$ cat src/rtl/arbitro_rr_ctrl.sv
`default_nettype none
// ============================================================================
// Module      : arbitro_rr_ctrl
// Description : Central controller / arbiter for a 4x4 transaction-layer
//               switch. Runs the RESET/INIT/IDLE/ACTIVE state machine,
//               latches the shared FIFO thresholds while in INIT, and
//               round-robin grants one head-of-line word per cycle from a
//               non-empty input FIFO to the output FIFO named by the word's
//               destination field, honouring output almost-full. Keeps a
//               saturating word counter per output, readable via req/idx.
// Revision    : 1.0 - initial release
// ----------------------------------------------------------------------------
// Ports:
//   clk, reset (sync, active-high), init
//   umbral_bajo_in / umbral_alto_in : thresholds latched while in INIT
//   empty_in[3:0], data_in0..3      : input FIFO flags / FWFT head words
//   almost_full_out[3:0]            : output FIFO back-pressure
//   req, idx[1:0]                   : counter read request / index
//   pop_in[3:0]   (comb)            : one-hot pop to input FIFOs
//   push_out[3:0], data_out (reg)   : one-hot push + word to output FIFOs
//   umbral_bajo / umbral_alto       : latched thresholds
//   estado[3:0] {ACTIVE,IDLE,INIT,RESET}, idle
//   contador, valid                 : counter read data / qualifier
// Configuration macro:
//   ARB_FIXED_PRIO_EN : fixed priority 0>1>2>3 instead of round-robin
// ============================================================================
module arbitro_rr_ctrl #(
    parameter int DATA_W = 10,
    parameter int UMB_W  = 3,
    parameter int CNT_W  = 5
) (
    input  logic              clk,
    input  logic              reset,
    input  logic              init,
    input  logic [UMB_W-1:0]  umbral_bajo_in,
    input  logic [UMB_W-1:0]  umbral_alto_in,
    input  logic [3:0]        empty_in,
    input  logic [DATA_W-1:0] data_in0,
    input  logic [DATA_W-1:0] data_in1,
    input  logic [DATA_W-1:0] data_in2,
    input  logic [DATA_W-1:0] data_in3,
    input  logic [3:0]        almost_full_out,
    input  logic              req,
    input  logic [1:0]        idx,
    output logic [3:0]        pop_in,
    output logic [3:0]        push_out,
    output logic [DATA_W-1:0] data_out,
    output logic [UMB_W-1:0]  umbral_bajo,
    output logic [UMB_W-1:0]  umbral_alto,
    output logic [3:0]        estado,
    output logic              idle,
    output logic [CNT_W-1:0]  contador,
    output logic              valid
);

    localparam logic [3:0] c_ST_RESET  = 4'b0001;
    localparam logic [3:0] c_ST_INIT   = 4'b0010;
    localparam logic [3:0] c_ST_IDLE   = 4'b0100;
    localparam logic [3:0] c_ST_ACTIVE = 4'b1000;
    localparam logic [CNT_W-1:0] c_CNT_MAX = {CNT_W{1'b1}};

    logic [3:0]        r_state;
    logic [3:0]        w_next;
    logic [3:0]        r_push;
    logic [DATA_W-1:0] r_data;
    logic [UMB_W-1:0]  r_umb_bajo;
    logic [UMB_W-1:0]  r_umb_alto;
    logic [CNT_W-1:0]  r_cnt [4];
    logic [CNT_W-1:0]  r_contador;
    logic              r_valid;

    logic [DATA_W-1:0] w_data [4];
    logic [1:0]        w_dest [4];
    logic [3:0]        w_elig;
    logic [1:0]        w_start;
    logic [1:0]        w_cand;
    logic [1:0]        w_grant_idx;
    logic              w_grant_found;
    logic              w_grant_en;

    assign w_data[0] = data_in0;
    assign w_data[1] = data_in1;
    assign w_data[2] = data_in2;
    assign w_data[3] = data_in3;

    // A requester is eligible only if its destination can still take a word.
    for (genvar g = 0; g < 4; g++) begin : g_elig
        assign w_dest[g] = w_data[g][DATA_W-1:DATA_W-2];
        assign w_elig[g] = ~empty_in[g] & ~almost_full_out[w_dest[g]];
    end

`ifdef ARB_FIXED_PRIO_EN
    assign w_start = 2'd0;
`else
    logic [1:0] r_rr_ptr;
    assign w_start = r_rr_ptr;
`endif

    // First eligible requester scanning upward from w_start, wrapping at 4.
    always_comb begin
        w_grant_found = 1'b0;
        w_grant_idx   = 2'd0;
        w_cand        = 2'd0;
        for (int k = 0; k < 4; k++) begin
            w_cand = w_start + 2'(k);
            if (!w_grant_found && w_elig[w_cand]) begin
                w_grant_found = 1'b1;
                w_grant_idx   = w_cand;
            end
        end
    end

    // init pre-empts granting in the same cycle it is seen in ACTIVE.
    assign w_grant_en = (r_state == c_ST_ACTIVE) && !init && !reset && w_grant_found;
    assign pop_in     = w_grant_en ? (4'b0001 << w_grant_idx) : 4'b0000;

    always_comb begin
        w_next = r_state;
        case (r_state)
            c_ST_RESET:  w_next = init ? c_ST_INIT : c_ST_IDLE;
            c_ST_INIT:   w_next = init ? c_ST_INIT : c_ST_IDLE;
            c_ST_IDLE: begin
                if (init)
                    w_next = c_ST_INIT;
                else if (empty_in != 4'b1111)
                    w_next = c_ST_ACTIVE;
            end
            c_ST_ACTIVE: begin
                if (init)
                    w_next = c_ST_INIT;
                else if (empty_in == 4'b1111)
                    w_next = c_ST_IDLE;
            end
            default:     w_next = c_ST_RESET;
        endcase
    end

    always_ff @(posedge clk) begin
        if (reset) begin
            r_state    <= c_ST_RESET;
            r_push     <= 4'b0000;
            r_data     <= '0;
            r_umb_bajo <= '0;
            r_umb_alto <= '0;
`ifndef ARB_FIXED_PRIO_EN
            r_rr_ptr   <= 2'd0;
`endif
        end else begin
            r_state <= w_next;
            r_push  <= 4'b0000;
            if (w_grant_en) begin
                r_push <= 4'b0001 << w_dest[w_grant_idx];
                r_data <= w_data[w_grant_idx];
`ifndef ARB_FIXED_PRIO_EN
                r_rr_ptr <= w_grant_idx + 2'd1;
`endif
            end
            if (r_state == c_ST_INIT) begin
                r_umb_bajo <= umbral_bajo_in;
                r_umb_alto <= umbral_alto_in;
            end
        end
    end

    // Counters advance on the cycle a push is presented, so a read issued on
    // the same edge sees the pre-increment value.
    always_ff @(posedge clk) begin
        if (reset) begin
            for (int d = 0; d < 4; d++) begin
                r_cnt[d] <= '0;
            end
            r_contador <= '0;
            r_valid    <= 1'b0;
        end else begin
            for (int d = 0; d < 4; d++) begin
                if (r_push[d] && (r_cnt[d] != c_CNT_MAX)) begin
                    r_cnt[d] <= r_cnt[d] + 1'b1;
                end
            end
            if (req && (r_state != c_ST_RESET)) begin
                r_contador <= r_cnt[idx];
                r_valid    <= 1'b1;
            end else begin
                r_valid    <= 1'b0;
            end
        end
    end

    assign push_out    = r_push;
    assign data_out    = r_data;
    assign umbral_bajo = r_umb_bajo;
    assign umbral_alto = r_umb_alto;
    assign estado      = r_state;
    assign idle        = (r_state == c_ST_IDLE);
    assign contador    = r_contador;
    assign valid       = r_valid;

endmodule
`default_nettype wire

$ cat config.mk
export PLATFORM = sky130hd
export DESIGN_NAME = arbitro_rr_ctrl
export DESIGN_NICKNAME = d
export VERILOG_FILES = /design/src/rtl/arbitro_rr_ctrl.sv
export SDC_FILE = /design/constraint.sdc
export NUM_CORES = 1
export LEC_CHECK = 0
export ABC_AREA = 1
export CELL_PAD_IN_SITES_DETAIL_PLACEMENT = 2
export CELL_PAD_IN_SITES_GLOBAL_PLACEMENT = 2
export CORE_AREA = 4 4 129 100
export CTS_BUF_LIST = sky130_fd_sc_hd__clkbuf_8
export DETAILED_ROUTE_END_ITERATION = 10
export DIE_AREA = 0 0 133 104
export PLACE_DENSITY_LB_ADDON = 0.12
export SYNTH_ARGS = -nofsm -noshare
export SYNTH_HDL_FRONTEND = slang
export SYNTH_SLANG_ARGS = --single-unit
$ cat constraint.sdc
create_clock -name clk -period 3.6 [get_ports clk]
set_clock_uncertainty 0.15 [all_clocks]
set_input_delay 0.72 -clock clk [delete_from_list [all_inputs] [get_ports clk]]
set_output_delay 0.72 -clock clk [all_outputs]
set_load 0.005 [all_outputs]
# Yosys cells after proc, flatten, opt, wreduce, memory -nomap -nowiden
# Memories as Yosys holds them, arrays and structs flattened. A register that Yosys moved wholly into a read port is not among the register bits.
# Cells that the tools add are included.
[totals]
reg_bits = 27
ram_bits = 20
in_bits = 60
out_inout_bits = 35
word_cells = 133
n_memories = 1
[classes]
add_sub_neg = 8
n_lt_le_gt_ge = 9
n_eq_ne = 13
n_shift = 2
muxes = 56
bitwise = 18
reduce_logical = 19
[memory_table]
columns = ["name", "depth", "word_bits", "rd", "rd_ports_with_merged_regs", "wr", "line", "source"]
rows = [
  ["r_cnt", 4, 5, 5, 1, 4, "68", "logic [CNT_W-1:0] r_cnt [4];"],
]
[ops]
columns = ["cell", "count"]
rows = [
  ["$mux 1", 27],
  ["$lt 2x3->1 const B", 8],
  ["$add 5x1->5 const B", 4],
  ["$bmux 10 s2", 1],
  ["$mux 10", 2],
  ["$mux 4", 5],
  ["$mux 5", 4],
  ["$ne 5x5->1 const B", 4],
  ["$bmux 1 s2", 8],
  ["$mux 2", 6],
  ["$pmux 4 s3", 1],
  ["$logic_and 1x1->1", 11],
  ["$not 1->1", 9],
  ["$eq 4x4->1 const B", 2],
  ["$shl 1x2->4 const A", 2],
  ["$ne 3x2->1 const B", 2],
  ["$logic_not 1->1", 5],
  ["$add 2x1->2 const B", 2],
  ["$add 2x2->2 const B", 2],
  ["$and 1x1->1", 4],
  ["$bmux 2 s2", 1],
  ["$eq 4x1->1 const B", 1],
  ["$eq 4x2->1 const B", 1],
  ["$eq 4x3->1 const B", 1],
  ["other kinds (8)", 12],
]

# Depth between registers and ports, before layout
# Gate-level depths: netlist of the first run.
[depth]
word_depth = 21
depth_mapped = 18
ltp_nobuf = 17

# Least setup slack after synthesis of the first run
# Ideal clock, no wire load.
[synth_timing]
path_type = "in2out"
startpoint = "in data_in2[8]"
endpoint = "out pop_in[1]"
arrival_ps = 2052
required_time_ps = 2730
setup_slack_ps = 678
path_stages = 15
n_path_buf = 1
path_cell_list = "inv_1 > nand2_1 > nand3_1 > nand2_1 > nand3_1 > nand2_2 > o21ai_4 > nand2_2 > nand2_1 > nand3_2 > buf_4 > inv_1 > ha_1 > inv_1 > nor2_1"
[synth_via]
elab_chain_cells = 18
elab_cells_between_ends = 29
classes_between = "1 x shift; 19 x mux; 2 x bitwise; 7 x reduce/logical"
[synth_lines]
columns = ["element", "line", "source"]
rows = [
  ["start: declaration", "40", "input logic [DATA_W-1:0] data_in2,"],
  ["$bmux 1 s2 (*)", "89", "assign w_elig[g] = ~empty_in[g] & ~almost_full_out[w_dest[g]];"],
  ["$mux 1 (not written as such) (*)", "89", ""],
  ["$not 1->1 (*)", "89", ""],
  ["$and 1x1->1 (*)", "89", ""],
  ["$bmux 1 s2", "106", "if (!w_grant_found && w_elig[w_cand]) begin"],
  ["$mux 1 (not written as such)", "106", ""],
  ["$mux 1", "106", ""],
  ["$logic_not 1->1", "106", ""],
  ["[... 2 more ...]", "n/a", ""],
  ["$logic_not 1->1", "106", ""],
  ["$logic_and 1x1->1", "106", ""],
  ["$mux 1", "106", ""],
  ["$logic_not 1->1", "106", ""],
  ["$logic_and 1x1->1", "106", ""],
  ["$mux 2 / $mux 1 (equally long branches)", "106", ""],
  ["$shl 1x2->4 / $logic_and 1x1->1 (equally long branches)", "115, 114", ""],
  ["$mux 4 (*)", "115", "assign pop_in = w_grant_en ? (4'b0001 << w_grant_idx) : 4'b0000;"],
  ["end: declaration", "45", "output logic [3:0] pop_in,"],
]
# Mark *: on every way between the ends. The rest lies on a longest branch, timed or not. The select of a mux whose other input is x is not followed.

# Final worst setup path of the first run
[layout_timing]
startpoint = "in empty_in[1]"
endpoint = "out pop_in[3]"
[layout_via]
elab_chain_cells = 16
elab_cells_between_ends = 27
classes_between = "1 x shift; 17 x mux; 2 x bitwise; 7 x reduce/logical"
[layout_lines]
columns = ["element", "line", "source"]
rows = [
  ["start: declaration", "37", "input logic [3:0] empty_in,"],
  ["$not 1->1 (*)", "89", ""],
  ["$and 1x1->1 (*)", "89", ""],
  ["$bmux 1 s2", "106", ""],
  ["$mux 1 (not written as such)", "106", ""],
  ["$mux 1", "106", ""],
  ["$logic_not 1->1", "106", ""],
  ["$logic_and 1x1->1", "106", ""],
  ["$mux 1", "106", ""],
  ["$logic_not 1->1", "106", ""],
  ["$logic_and 1x1->1", "106", ""],
  ["$mux 1", "106", ""],
  ["$logic_not 1->1", "106", ""],
  ["$logic_and 1x1->1", "106", ""],
  ["$mux 2 / $mux 1 (equally long branches)", "106", ""],
  ["$shl 1x2->4 / $logic_and 1x1->1 (equally long branches)", "115, 114", ""],
  ["$mux 4 (*)", "115", ""],
]
# Marked as above.

==> flow_summary.rst, run 1 <==
.. list-table::
   :header-rows: 1

   * - Metric
     - Value
   * - TritonCTS buffer count
     - 5
   * - Latest clock arrival within the worst-skew pair
     - 0.32 ns
   * - Power Density
     - 314 nW/um2
   * - Period Utilization, post-route
     - 97.0%
   * - Largest net degree at the start of global routing
     - 23
   * - Slew at the pin closest to its max-slew limit
     - 0.756 ns
   * - Ports
     - 95
   * - Placed standard-cell area
     - 4500 um2
   * - Synth-to-Final Area Change
     - 41.9%
   * - Warnings, synthesis
     - 0
   * - Synth top area cells
     - sky130_fd_sc_hd__dfxtp_1 19%, sky130_fd_sc_hd__edfxtp_1 18%, sky130_fd_sc_hd__nand2_1 11%, sky130_fd_sc_hd__nand3_1 9.3%, sky130_fd_sc_hd__nor2_1 7.2%
   * - Setup CP Type
     - in -> out
   * - Total number of placement rows
     - 34
   * - Fraction of post-synthesis cell area in the top cell type by area
     - 19.3%
   * - RSZ-0062 raised after global routing
     - false
   * - Routability-driven placement congestion ratio
     - 0.819
   * - Post-synthesis area per instance
     - 7.10 um2
   * - TritonCTS clock tree
     - yes
   * - Iteration count of the initial detailed-routing pass
     - 4
   * - Detailed placement HPWL
     - 9610 um
   * - Unique cell type count in the Yosys netlist
     - 32
   * - Hold-fix buffers, CTS
     - 0
   * - Count of flip-flops with a built-in enable after synthesis
     - 20
   * - Initial core utilization
     - 28.8%
   * - Async set or reset register ratio after synthesis
     - 0%
   * - DIE AREA
     - 13800 um2
   * - Via density per instance
     - 4.77
   * - Run status
     - complete, no violations
   * - Clock slew seen by the registers of the worst setup and hold paths
     - 0.10 ns
   * - Bufs on Longest Clock Path
     - 2
   * - Core Footprint
     - 11500 um2
   * - Most frequent cells after synthesis
     - 97 x sky130_fd_sc_hd__nand2_1, 64 x sky130_fd_sc_hd__nor2_1, 62 x sky130_fd_sc_hd__nand3_1
   * - Die Wd
     - 133 um
   * - All-Layer GR Usage
     - 18.0%
   * - Critical path's slowest cell
     - sky130_fd_sc_hd__clkdlybuf4s50_1
   * - Most frequent cell after synthesis
     - sky130_fd_sc_hd__nand2_1
   * - Final Hold Violating Endpoints
     - 0
   * - Register area
     - 1240 um2
   * - IO buf count
     - 94
   * - Final setup slack of the worst path
     - 0.107 ns
   * - TritonCTS sink count
     - 52
   * - Max-slew violation count
     - 0
   * - Average routed wire per standard cell
     - 16.7 um
   * - Fill count
     - 1364
   * - Total number of vias
     - 3542
   * - DRT antenna net count
     - 0
   * - Initial antenna violation count
     - 0
   * - Crit path required time
     - 2.73 ns
   * - Final nets
     - 652
   * - Post-synthesis instance area
     - 3320 um2
   * - Number of cells produced by synthesis
     - 468
   * - Syn_nets
     - 540
   * - Total number of H-tree levels
     - 2
   * - Global-route wire length before repair
     - 20400 um
   * - Diode insertion count for antenna repair
     - 0
   * - Congestion Overflow GR
     - 0
   * - Minimum clock period
     - 3.49 ns
   * - Detailed Route WL
     - 12400 um
   * - Layout Cell Area excl Fill
     - 4710 um2
   * - Area occupied by multi-input gates
     - 1800 um2
   * - Peak ir drop on the vdd network
     - 0.000176 V
   * - DRC marker count from the first detailed-route iteration
     - 124
   * - Max transition margin
     - 49.1%
   * - Critical path buffers and inverters
     - 5
   * - Post-synthesis sequential area ratio
     - 37.4%
   * - Max cap viols
     - 0
   * - CTS root buf
     - sky130_fd_sc_hd__clkbuf_8
   * - Worst slack after detailed placement
     - -0.541 ns
   * - Kind of launch point of the worst setup path
     - primary input
   * - Class of the most critical hold timing path
     - reg -> reg
   * - Setup-violating endpoint count in the final report
     - 0
   * - Arrival time of data at the critical path endpoint
     - 2.62 ns
   * - Category of the worst setup path capture point
     - output pin
   * - Timing-limited maximum frequency
     - 286 MHz
   * - Cell type with the largest total area after synthesis
     - sky130_fd_sc_hd__dfxtp_1
   * - Cells along the critical path
     - clkdlybuf4s50_1, inv_2, nand3_1, nand3_2, nand2_4, nand2_4, nand2_1, nand3_1, nand2_2, buf_4, ha_1, inv_1, nor2_1, dlygate4sd2_1
   * - Synth Register Bits
     - 52
   * - Via count of the first global-routing pass
     - 3857
   * - Maximum fanout along the worst path
     - 4
   * - Overall die height
     - 104 um
   * - Minimum setup slack among reg-to-reg paths
     - 0.92 ns
   * - CP max stage delay
     - 0.45 ns
   * - Leakage
     - 2.13 nW
   * - Ratio of cells with drive above 1 in the final layout
     - 16.0%
   * - Flip-flop cell with the highest count after synthesis
     - sky130_fd_sc_hd__dfxtp_1
   * - DRC errors left
     - 0
   * - Largest delay contributor family on the critical path
     - buffers and inverters
-- flip-flops by register name, indices dropped and copies added, names as in the netlist --
name         cells
r_rr_ptr         2
estado           4
contador         5
valid            1
data_out        10
umbral_bajo      3
umbral_alto      3
r_cnt           20
push_out         4
-- routing by layer --
metal  vias to the layer above  part of all wire [%]  global-route usage [%]
met2                        75                    45                    28.7
met4                         0                  0.65                    2.60
met1                      1714                    49                    24.6
li1                       1744                     -                       -
met5                         -                     0                       0
met3                         9                   5.9                    5.22
-- repair_timing --
| item | in CTS | in global routing |
|---|---|---|
| pin swaps | 8 | 8 |
| cloned | 0 | 0 |
| gates resized for setup | 36 | 28 |
| setup endpoints to repair | 4 | 4 |
| buffers inserted | 5 | 2 |
-- layout make-up --
type                       instances  share of cell area (%)
timing repair buffer             120                    23.2
multi-input combinational        330                    38.1
sequential                        52                    26.4
tap                              162                    4.30
clock buffer                       5                    1.46
clock inverter                     3                   0.823
inverter                          71                    5.74
-- through the flow --
step / utilization (%) / power (mW) / setup TNS (ns) / std cells / hold slack (ns)
floorplan: - / 0.871 / 0 / 468 / 0.314
global placement: 39.1 / 1.04 / -1.57 / 728 / 0.308
detailed placement: 39.1 / 1.05 / -2.02 / 728 / 0.326
CTS: 40.8 / 1.49 / 0 / 741 / 0.340
global route: 40.9 / 1.56 / 0 / 743 / 0.363
finish: 40.9 / 1.48 / 0 / 743 / 0.335
-- cells in the final DEF, fill, tap and decap left out, drive strengths merged --
cell | Yosys | routed
a211oi | 2 | 2
a21oi | 9 | 9
a31oi | 5 | 5
buf | 10 | 26
bufinv | 0 | 1
clkbuf | 5 | 15
clkdlybuf4s50 | 0 | 77
clkinv | 3 | 4
dfxtp | 32 | 32
dlygate4sd2 | 0 | 6
dlymetal6s2s | 0 | 1
edfxtp | 20 | 20
ha | 12 | 12
inv | 68 | 69
nand2 | 105 | 105
nand3 | 70 | 70
nand3b | 16 | 16
nand4 | 5 | 5
nor2 | 65 | 65
nor3 | 3 | 3
nor3b | 4 | 4
nor4 | 1 | 1
o21ai | 32 | 32
o21bai | 1 | 1
-- worst paths after layout --
path | from | to | cells past startpoint
worst max-delay path | empty_in[1] | pop_in[3] | 14
worst min-delay path | data_out[9] | data_out[9] | 2
worst max register to register | r_rr_ptr[0] | push_out[0] | 14
worst min register to register | data_out[9] | data_out[9] | 2
-- worst min-delay path: cells and delay by family, from the launching register on --
family | cells | cell delay [ns]
flops | 1 | 0.32
simple gates | 2 | 0.12
-- logic make-up (layout without fill, tap and decap cells) --
logic type	Yosys count	after routing	synth area share, %
AO/OA/AOI/OAI	49	49	8.14
adder cells (fa/ha/maj)	12	12	4.52
buffers and inverters	86	199	11.3
flip-flops	52	52	37.4
AND/OR/NAND/NOR	269	269	38.7
-- report_power, final --
part	total (mW)	switching [mW]	leakage (nW)	internal, mW
combinational	0.409	0.222	1.61	0.186
clock	0.418	0.214	0.0593	0.204
sequential	0.654	0.0199	0.467	0.634
total	1.48	0.456	2.13	1.02
No activity file was read; power rests on OpenSTA's default activity.
==> run 2, diff against run 1 <==
Settings changed: CTS_CLUSTER_DIAMETER set to 50.
==> results of run 2 <==
Final layout, timing and power as in run 1 (identical DEF).
==> run 3, diff against run 2 <==
Settings changed: TNS_END_PERCENT set to 30.
==> flow_summary.rst, run 3 (synthesized netlist as in run 1, its figures left out) <==
.. list-table::
   :header-rows: 1

   * - Metric
     - Value
   * - Routability-driven placement congestion ratio
     - 0.819
   * - Core Footprint
     - 11500 um2
   * - IO buf count
     - 94
   * - RSZ-0062 raised after global routing
     - true
   * - Ratio of cells with drive above 1 in the final layout
     - 14.3%
   * - Leakage
     - 2.15 nW
   * - CTS root buf
     - sky130_fd_sc_hd__clkbuf_8
   * - Synth-to-Final Area Change
     - 42.2%
   * - Slew at the pin closest to its max-slew limit
     - 0.757 ns
   * - Max-slew violation count
     - 0
   * - Run status
     - complete, but fails checks
   * - Average routed wire per standard cell
     - 16.5 um
   * - Max cap viols
     - 0
   * - Pwr Total
     - 1.48 mW
   * - Crit path required time
     - 2.73 ns
   * - Diode insertion count for antenna repair
     - 0
   * - Period Utilization, post-route
     - 103%
   * - Final Hold Violating Endpoints
     - 0
   * - End of the worst register-to-register path
     - push_out[0]
   * - Timing startpoint of the critical path
     - almost_full_out[0]
   * - Worst slack after detailed placement
     - -0.541 ns
   * - Via density per instance
     - 4.77
   * - Ports
     - 95
   * - Critical register-to-register path startpoint
     - r_rr_ptr[0]
   * - DIE AREA
     - 13800 um2
   * - Final nets
     - 653
   * - Peak ir drop on the vdd network
     - 0.000175 V
   * - Power Density
     - 313 nW/um2
   * - Via count of the first global-routing pass
     - 3841
   * - Max transition margin
     - 49.0%
   * - Top library cells by usage in the layout, fill and taps aside
     - 90 x sky130_fd_sc_hd__nand2_1, 79 x sky130_fd_sc_hd__clkdlybuf4s50_1, 64 x sky130_fd_sc_hd__nor2_1, 59 x sky130_fd_sc_hd__inv_1, 55 x sky130_fd_sc_hd__nand3_1
   * - DRC marker count from the first detailed-route iteration
     - 134
   * - Latest clock arrival within the worst-skew pair
     - 0.32 ns
   * - Clock slew seen by the registers of the worst setup and hold paths
     - 0.10 ns
   * - Bufs on Longest Clock Path
     - 2
   * - Overall die height
     - 104 um
   * - Global-route wire length before repair
     - 20300 um
   * - Minimum setup slack among reg-to-reg paths
     - 0.82 ns
   * - Violations in the final reports
     - negative setup slack
   * - Detailed placement HPWL
     - 9610 um
   * - DRC errors left
     - 0
   * - Iteration count of the initial detailed-routing pass
     - 4
   * - DRT antenna net count
     - 0
   * - Total number of vias
     - 3549
   * - TritonCTS buffer count
     - 5
   * - Worst-case reg-to-reg path depth
     - 16
   * - Class of the most critical hold timing path
     - reg -> reg
   * - Setup CP Type
     - in -> out
   * - Minimum clock period
     - 3.70 ns
   * - Timing-limited maximum frequency
     - 270 MHz
   * - All-Layer GR Usage
     - 17.9%
   * - Arrival time of data at the critical path endpoint
     - 2.83 ns
   * - Final setup slack of the worst path
     - -0.101 ns
   * - Category of the worst setup path capture point
     - output pin
   * - Die Wd
     - 133 um
   * - Total number of placement rows
     - 34
   * - Register name with the most flops
     - r_cnt
   * - Termination of the worst setup path
     - pop_in[3]
   * - Congestion Overflow GR
     - 0
   * - Hold-fix buffers, CTS
     - 0
   * - Setup-violating endpoint count in the final report
     - 2
   * - Total number of H-tree levels
     - 2
   * - Maximum fanout along the worst path
     - 4
   * - Largest register FFs
     - 20
   * - Largest net degree at the start of global routing
     - 23
   * - TritonCTS sink count
     - 52
   * - Initial antenna violation count
     - 0
   * - Most common cell after layout, fill and taps aside
     - sky130_fd_sc_hd__nand2_1
   * - Detailed Route WL
     - 12300 um
   * - Initial core utilization
     - 28.8%
   * - TritonCTS clock tree
     - yes
   * - Kind of launch point of the worst setup path
     - primary input
run 3: changes by cell type in the layout (fill, tap and decap cells not counted), moves of 3 or more:
cell	delta
sky130_fd_sc_hd__clkbuf_2	-6
sky130_fd_sc_hd__inv_2	-3
sky130_fd_sc_hd__inv_1	+3
sky130_fd_sc_hd__nand3_4	-3
sky130_fd_sc_hd__nand3_2	+3
run 3: final cells by class:
class	count	area [um2]
clock buffer	5	68.8
clock inverter	3	38.8
fill	1366	6810
inverter	71	270
multi-input combinational	330	1770
sequential	52	1240
tap	162	203
timing repair buffer	121	1130
run 3: timing repair:
action / 4_1_cts / 5_1_grt
pin swaps: 5 / 3
resized for setup: 31 / 13
cloned: 0 / 0
hold endpoints to repair: 0 / 0
endpoints found under the setup margin: 4 / 4
setup buffers: 4 / 4
run 3: routing by layer:
metal,GRT usage (%),vias up,wire (um)
li1,-,1746,-
met3,5.22,7,743
met2,28.4,77,5490
met1,24.6,1719,5950
met5,0,-,0
met4,2.60,0,72
run 3: worst min-delay path by stage:
stage	start	cells after the start	to	slack [ns]
final	data_out[9]	2	data_out[9]	0.33
after detailed placement	data_out[5]	2	data_out[5]	0.33
after global routing	data_out[4]	2	data_out[4]	0.36
after floorplan	data_out[0]	2	data_out[0]	0.31
after global placement	data_out[9]	2	data_out[9]	0.31
after CTS	data_out[9]	2	data_out[9]	0.34
run 3: critical path, stage by stage:
cell and delay (ns):
sky130_fd_sc_hd__dlygate4sd2_1 0.29, sky130_fd_sc_hd__nand2_1 0.09, sky130_fd_sc_hd__nand3_1 0.08, sky130_fd_sc_hd__nand2_2 0.10, sky130_fd_sc_hd__nand3_2 0.11, sky130_fd_sc_hd__nand2_2 0.12
sky130_fd_sc_hd__nand2_1 0.06, sky130_fd_sc_hd__nand2_2 0.10, sky130_fd_sc_hd__nand2_4 0.07, sky130_fd_sc_hd__nand2_1 0.06, sky130_fd_sc_hd__nand3_1 0.09, sky130_fd_sc_hd__nand2_2 0.13
sky130_fd_sc_hd__ha_1 0.16, sky130_fd_sc_hd__inv_1 0.04, sky130_fd_sc_hd__nor2_1 0.09, sky130_fd_sc_hd__clkdlybuf4s50_1 0.50
run 3: where the power goes:
part,total (mW),internal (mW),switching [mW]
logic,0.407,0.188,0.219
clock network,0.418,0.204,0.214
registers,0.654,0.634,0.0198
run 3: stage by stage:
step | area [um2] | std cells | setup TNS (ns) | util, % | hold slack (ns)
5_1_grt | 4720 | 744 | -0.412 | 40.9 | 0.363
4_1_cts | 4700 | 740 | -0.287 | 40.7 | 0.340
2_1_floorplan | 3320 | 468 | 0 | - | 0.314
3_5_place_dp | 4500 | 728 | -2.02 | 39.1 | 0.326
3_3_place_gp | 4500 | 728 | -1.57 | 39.1 | 0.308
6_report | 4720 | 744 | -0.126 | 40.9 | 0.333
